File: src/rtl/intdiv_sd2_serializer_pkg.sv
// Shared SD2 digit encodings and serializer FSM state type.
package intdiv_sd2_serializer_pkg;

    localparam logic [1:0] SD2_POS1 = 2'b01;
    localparam logic [1:0] SD2_NEG1 = 2'b11;
    localparam logic [1:0] SD2_ZERO = 2'b00;

    typedef enum logic [1:0] {
        ST_IDLE  = 2'd0,
        ST_PAD   = 2'd1,
        ST_SHIFT = 2'd2
    } state_e;

endpackage

File: src/rtl/intdiv_sd2_enc.sv
// Single-bit to SD2 digit encoder: a set bit becomes +1 or -1 by its sign, a clear bit is zero.
module intdiv_sd2_enc
    import intdiv_sd2_serializer_pkg::*;
(
    input  logic       i_bit,
    input  logic       i_sign,
    output logic [1:0] o_digit
);

    assign o_digit = i_bit ? (i_sign ? SD2_NEG1 : SD2_POS1) : SD2_ZERO;

endmodule

File: src/rtl/intdiv_sd2_serializer.sv
// Streams a WIDTH-bit operand as MSB-first radix-2 signed digits, preceded by PAD zero digits,
// under valid/ready handshakes on both sides.
module intdiv_sd2_serializer
    import intdiv_sd2_serializer_pkg::*;
#(
    parameter int WIDTH = 8,
    parameter int PAD   = 0
) (
    input  logic             i_clk,
    input  logic             i_rst,
    input  logic             i_flush,
    input  logic             i_in_valid,
    output logic             o_in_ready,
    input  logic [WIDTH-1:0] i_in_data,
    input  logic             i_in_sign,
    input  logic             i_in_mode,
    output logic             o_out_valid,
    input  logic             i_out_ready,
    output logic [1:0]       o_out_digit,
    output logic             o_out_last,
    output logic             o_busy
);

    localparam int TOTAL = PAD + WIDTH;
    localparam int CW    = $clog2(TOTAL + 1);

    state_e           r_state, w_state_nxt;
    logic [WIDTH-1:0] r_data;
    logic             r_sign, r_mode;
    logic [CW-1:0]    r_idx, w_idx_nxt;
    logic             r_out_valid, w_valid_nxt;
    logic [1:0]       r_out_digit, w_digit_nxt;
    logic             r_out_last, w_last_nxt;

    logic             w_idle, w_load;
    logic [WIDTH-1:0] w_src_data, w_mask;
    logic             w_src_sign, w_src_mode;
    logic [CW-1:0]    w_pos, w_rem;
    logic             w_is_pad, w_bit, w_neg;
    logic [1:0]       w_enc;

    // The digit for position w_pos is prepared one cycle ahead so out_digit stays registered;
    // on accept the operand is taken straight from the inputs since it is not latched yet.
    assign w_idle     = (r_state == ST_IDLE);
    assign w_load     = w_idle && i_in_valid && !i_flush;
    assign w_src_data = w_idle ? i_in_data : r_data;
    assign w_src_sign = w_idle ? i_in_sign : r_sign;
    assign w_src_mode = w_idle ? i_in_mode : r_mode;
    assign w_pos      = w_idle ? '0 : r_idx + CW'(1);
    assign w_rem      = CW'(TOTAL - 1) - w_pos;
    assign w_mask     = {{(WIDTH-1){1'b0}}, 1'b1} << w_rem;
    assign w_is_pad   = int'(w_pos) < PAD;
    assign w_bit      = !w_is_pad && (|(w_src_data & w_mask));
    assign w_neg      = w_src_sign ^ (w_src_mode & (int'(w_pos) == PAD));

    intdiv_sd2_enc u_enc (
        .i_bit   (w_bit),
        .i_sign  (w_neg),
        .o_digit (w_enc)
    );

    always_comb begin
        // NOTE: every output of this block is given a default first so no path infers a latch.
        w_state_nxt = r_state;
        w_idx_nxt   = r_idx;
        w_valid_nxt = r_out_valid;
        w_digit_nxt = r_out_digit;
        w_last_nxt  = r_out_last;
        if (i_flush) begin
            w_state_nxt = ST_IDLE;
            w_idx_nxt   = '0;
            w_valid_nxt = 1'b0;
            w_digit_nxt = SD2_ZERO;
            w_last_nxt  = 1'b0;
        end else begin
            case (r_state)
                ST_IDLE: begin
                    if (i_in_valid) begin
                        w_state_nxt = w_is_pad ? ST_PAD : ST_SHIFT;
                        w_idx_nxt   = w_pos;
                        w_valid_nxt = 1'b1;
                        w_digit_nxt = w_enc;
                        w_last_nxt  = (int'(w_pos) == TOTAL - 1);
                    end
                end
                default: begin
                    if (r_out_valid && i_out_ready) begin
                        if (r_out_last) begin
                            w_state_nxt = ST_IDLE;
                            w_idx_nxt   = '0;
                            w_valid_nxt = 1'b0;
                            w_digit_nxt = SD2_ZERO;
                            w_last_nxt  = 1'b0;
                        end else begin
                            w_state_nxt = w_is_pad ? ST_PAD : ST_SHIFT;
                            w_idx_nxt   = w_pos;
                            w_valid_nxt = 1'b1;
                            w_digit_nxt = w_enc;
                            w_last_nxt  = (int'(w_pos) == TOTAL - 1);
                        end
                    end
                end
            endcase
        end
    end

    always_ff @(posedge i_clk or posedge i_rst) begin
        if (i_rst) begin
            r_state     <= ST_IDLE;
            r_idx       <= '0;
            r_out_valid <= 1'b0;
            r_out_digit <= SD2_ZERO;
            r_out_last  <= 1'b0;
            r_data      <= '0;
            r_sign      <= 1'b0;
            r_mode      <= 1'b0;
        end else begin
            // NOTE: non-blocking assignments so every register samples pre-edge values.
            r_state     <= w_state_nxt;
            r_idx       <= w_idx_nxt;
            r_out_valid <= w_valid_nxt;
            r_out_digit <= w_digit_nxt;
            r_out_last  <= w_last_nxt;
            if (w_load) begin
                r_data <= i_in_data;
                r_sign <= i_in_sign;
                r_mode <= i_in_mode;
            end
        end
    end

    assign o_in_ready  = w_idle;
    assign o_busy      = !w_idle;
    assign o_out_valid = r_out_valid;
    assign o_out_digit = r_out_digit;
    assign o_out_last  = r_out_last;

endmodule

File: config.mk
export PLATFORM = sky130hd
export DESIGN_NAME = intdiv_sd2_serializer
export DESIGN_NICKNAME = d
export VERILOG_FILES = /design/src/rtl/intdiv_sd2_serializer_pkg.sv /design/src/rtl/intdiv_sd2_enc.sv /design/src/rtl/intdiv_sd2_serializer.sv
export SDC_FILE = /design/constraint.sdc
export NUM_CORES = 1
export LEC_CHECK = 0
export CAP_MARGIN = 10
export CELL_PAD_IN_SITES_DETAIL_PLACEMENT = 1
export CELL_PAD_IN_SITES_GLOBAL_PLACEMENT = 1
export CORE_ASPECT_RATIO = 0.8
export CORE_MARGIN = 2
export CORE_UTILIZATION = 50
export DETAILED_ROUTE_END_ITERATION = 7
export DONT_BUFFER_PORTS = 1
export GPL_TIMING_DRIVEN = 0
export PLACE_DENSITY_LB_ADDON = 0.2
export SYNTH_ARGS = -nofsm -noshare
export SYNTH_HDL_FRONTEND = slang
export SYNTH_HIERARCHICAL = 1
export SYNTH_SLANG_ARGS = --single-unit
export TNS_END_PERCENT = 10
File: constraint.sdc
create_clock -name i_clk -period 4.7 [get_ports i_clk]
set_input_delay 1.41 -clock i_clk [delete_from_list [all_inputs] [get_ports i_clk]]
set_output_delay 1.41 -clock i_clk [all_outputs]
set_load 0.005 [all_outputs]
==> reports/results.txt <==
The run finished with clean final reports. Setup repair after global routing left no endpoint under its margin. By area the synthesized netlist is led by dfrtp_1, mux2_2, o21ai_0. The slowest stage of the critical path is the dfrtp_1 cell. The critical path buffer and inverter count was 1; the clock network latency to the later pin of the worst-skew pair was 0.31 ns.

Global routing used 21.7% of the available tracks. The number of buffers inserted by port buffering was 0; the number of enable flip-flop cells after synthesis was 0. The die covers 2420 um2.

Dominant combinational cell family by area after synthesis: simple AND/OR/NAND/NOR gates. The number of slew-limit violations in the final report is 0. The tools report the sort of element at the start of the critical path as a flip-flop. Of the cells placed in the final design, the portion with a size suffix greater than 1 is 19.2%. The average via count per standard cell is 5.80, and the filler cell count is 231. The post-synthesis sequential area ratio was 44.2%. The adder and majority gate portion of the synthesized area came out at 1.23%. For this run, the leading register cell type out of synthesis is dfrtp_1. In the final timing run, aggregate negative setup slack is 0 ns. After detailed routing, the average wire length per cell comes to 17.5 um.

The clock drives 18 sinks. The most frequently used cell type in the post-synthesis netlist is dfrtp_1. In the synthesized netlist, the cells that appear most often are dfrtp_1, nand2_1, o21ai_0. The via count of the first global-routing pass was 778; the power per cell area was 321 nW/um2. The worst path needs 2.39 ns of the cycle, external delays included. The HPWL after detailed placement is 1.72 mm. The number of antenna violations at the first check in global routing was 0; the top-level port count was 21. The design draws 0.349 mW. For the static leakage, the log shows 0.450 nW. At the pin with the least slew margin, the transition time is 0.667 ns. Setup slack closes at 2.31 ns.

The total number of nets in the final design was 121; the aggregate routed wire length was 2.24 mm. The number of clock buffers inserted by TritonCTS was 3; the area share of the largest cell type after synthesis was 44.2%. dfrtp_1 takes more of the synthesized area than any other cell.

Clock-pin slew was measured on the worst setup and hold paths at 0.10 ns. For the number of max-cap violations, the log shows 0. The sequential cells in the finished layout cover a total of 450 um2.

Once the clock tree was built, the setup fixing pass inserted 0 buffers. The clock passes through at most 2 buffers. For this run, the share of the core covered by cells in the final layout is 56.9%. The tools report the setup violation total in the final timing report as 0. The largest vdd supply drop was 0.000225 V. Buffer cell driving the clock tree root: clkbuf_4.

Classification of the worst-slack hold path: reg -> reg. The relative slew slack came out at 55.5%. The floorplan step set the die width to 54.5 um.

The Yosys step of the flow raised 6 warnings. The logs give 0.98 ns for the endpoint arrival time on the critical path and 0 for the count of endpoints failing hold in the final timing report. Summing all multi-input logic gate instances after layout gives 500 um2. The total of flip-flops plus latches after synthesis is 18. The growth of design area from synthesis to finish is 6.50%, and the distinct cell type count after synthesis is 35. The congestion estimate from routability-driven global placement came to 0.771. For this design, the CTS-stage hold fixing added 0 buffers. The routed layout has 742 vias.

A synthesized cell averages 10.2 um2. The count of nets left with antenna violations once routing finished came out at 0. The logs give 116 for the number of nets in the synthesized netlist and 53.4% for the initial cell density of the core. The largest single stage delay on the critical path is 0.47 ns.

Entering global routing, the biggest net connects 19 pins. The tools report the critical path endpoint category as an output pin. The critical path class is reg -> out. At the worst endpoint, the required time is 3.29 ns. The first detailed-routing pass took 3 iterations. For the total number of placement rows, the log shows 14. The clock arrives with 0.00610 ns of skew.

The first global-routing pass estimated 3.57 mm of wire. The period utilization is 50.9%, and the area share of and/or/nand/nor cells after synthesis is 17.2%. After clock tree synthesis, the repair step resized 0 gates. Summing every instance area after synthesis gives 1020 um2. For the count of inserted antenna diode cells, the log shows 0. The portion of netlist area occupied by mux cells was 14.2%. For the number of DRC markers in iteration 0, the log shows 4. After floorplanning, the core was sized to cover 1910 um2.

The remaining global-route overflow is 0, and the synthesized-area fraction occupied by xor and xnor cells is 1.72%. Peak clock frequency supported by timing: 418 MHz. The cell family contributing the most delay on the critical path is flip-flops.

After detailed routing, the number of remaining DRC violations is 0. The maximum fanout along the worst path was 6; the post-synthesis compound-gate area fraction was 14.7%. Prior to clock tree synthesis, the placed netlist has a worst setup slack of 2.16 ns. Measured along the y axis, the die boundary spans 44.4 um. TritonCTS built the clock tree. Synthesis produced 100 cells. The critical path goes through inv_1. After synthesis, the share of flip-flops with an asynchronous set or reset is 100%. For the number of H-tree levels, the log shows 1.
-- per-stage QoR --
stage	hold slack [ns]	instance area [um2]	cells
global route	0.506	1090	128
global placement	0.467	1050	124
CTS	0.499	1090	128
finish	0.504	1090	128
detailed placement	0.474	1050	124
floorplan	0.457	1020	100
-- layer usage --
layer,share of wire (%),vias up,global-route usage (%)
met1,47,360,28.8
met3,4.5,3,8.45
met5,0,-,0
met4,0.81,0,4.50
met2,48,16,33.7
li1,-,363,-
-- layout make-up --
class	instances	area share, %
multi-input cells	71	46.1
clock buffers	4	3.34
plain buffers	7	4.95
well taps	24	2.76
inverters	4	1.38
flip-flops and latches	18	41.5
-- cells in the final DEF (no fill, tap or decap), drive strengths merged, types with 2 or more instances in the layout --
| master | n |
|---|---|
| dfrtp | 18 |
| nand2 | 11 |
| o21ai | 10 |
| mux2 | 10 |
| buf | 6 |
| a21oi | 5 |
| clkbuf | 5 |
| inv | 4 |
| nand2b | 4 |
| nor2 | 4 |
| and2 | 3 |
| a31oi | 2 |
| nor3 | 2 |
| o31ai | 2 |
| a311oi | 2 |
-- registers in the layout, indices dropped and copies added (netlist names) --
| register | flops |
|---|---|
| o_out_last | 1 |
| r_idx | 4 |
| r_mode | 1 |
| r_data | 8 |
| r_state | 1 |
| r_sign | 1 |
| o_out_digit | 2 |
-- logic make-up after synthesis --
| logic type | Yosys count |
|---|---|
| buf+inv | 11 |
| xor+xnor | 2 |
| mux | 12 |
| fa+ha+maj | 1 |
| flops | 18 |
| compound gates | 24 |
| simple gates | 32 |
-- where the power goes --
part	internal (mW)	switching, mW	total (mW)
Combinational	0.0335	0.0293	0.0628
Sequential	0.175	0.0118	0.186
Clock	0.0473	0.0525	0.0999
-- worst paths after layout --
kind                             endpoint  cells past startpoint  slack, ns        from
setup / recovery               o_in_ready                      1       2.31  r_state[1]
hold / removal                  r_data[0]                      1       0.50   r_data[0]
setup reg to reg           o_out_digit[1]                      8       2.63    r_idx[1]
hold reg to reg                 r_data[0]                      1       0.50   r_data[0]
max in group asynchronous  o_out_digit[0]                      1       3.20       i_rst
min in group asynchronous      o_out_last                      1       1.07       i_rst
Power figures use the tool's default switching activity.
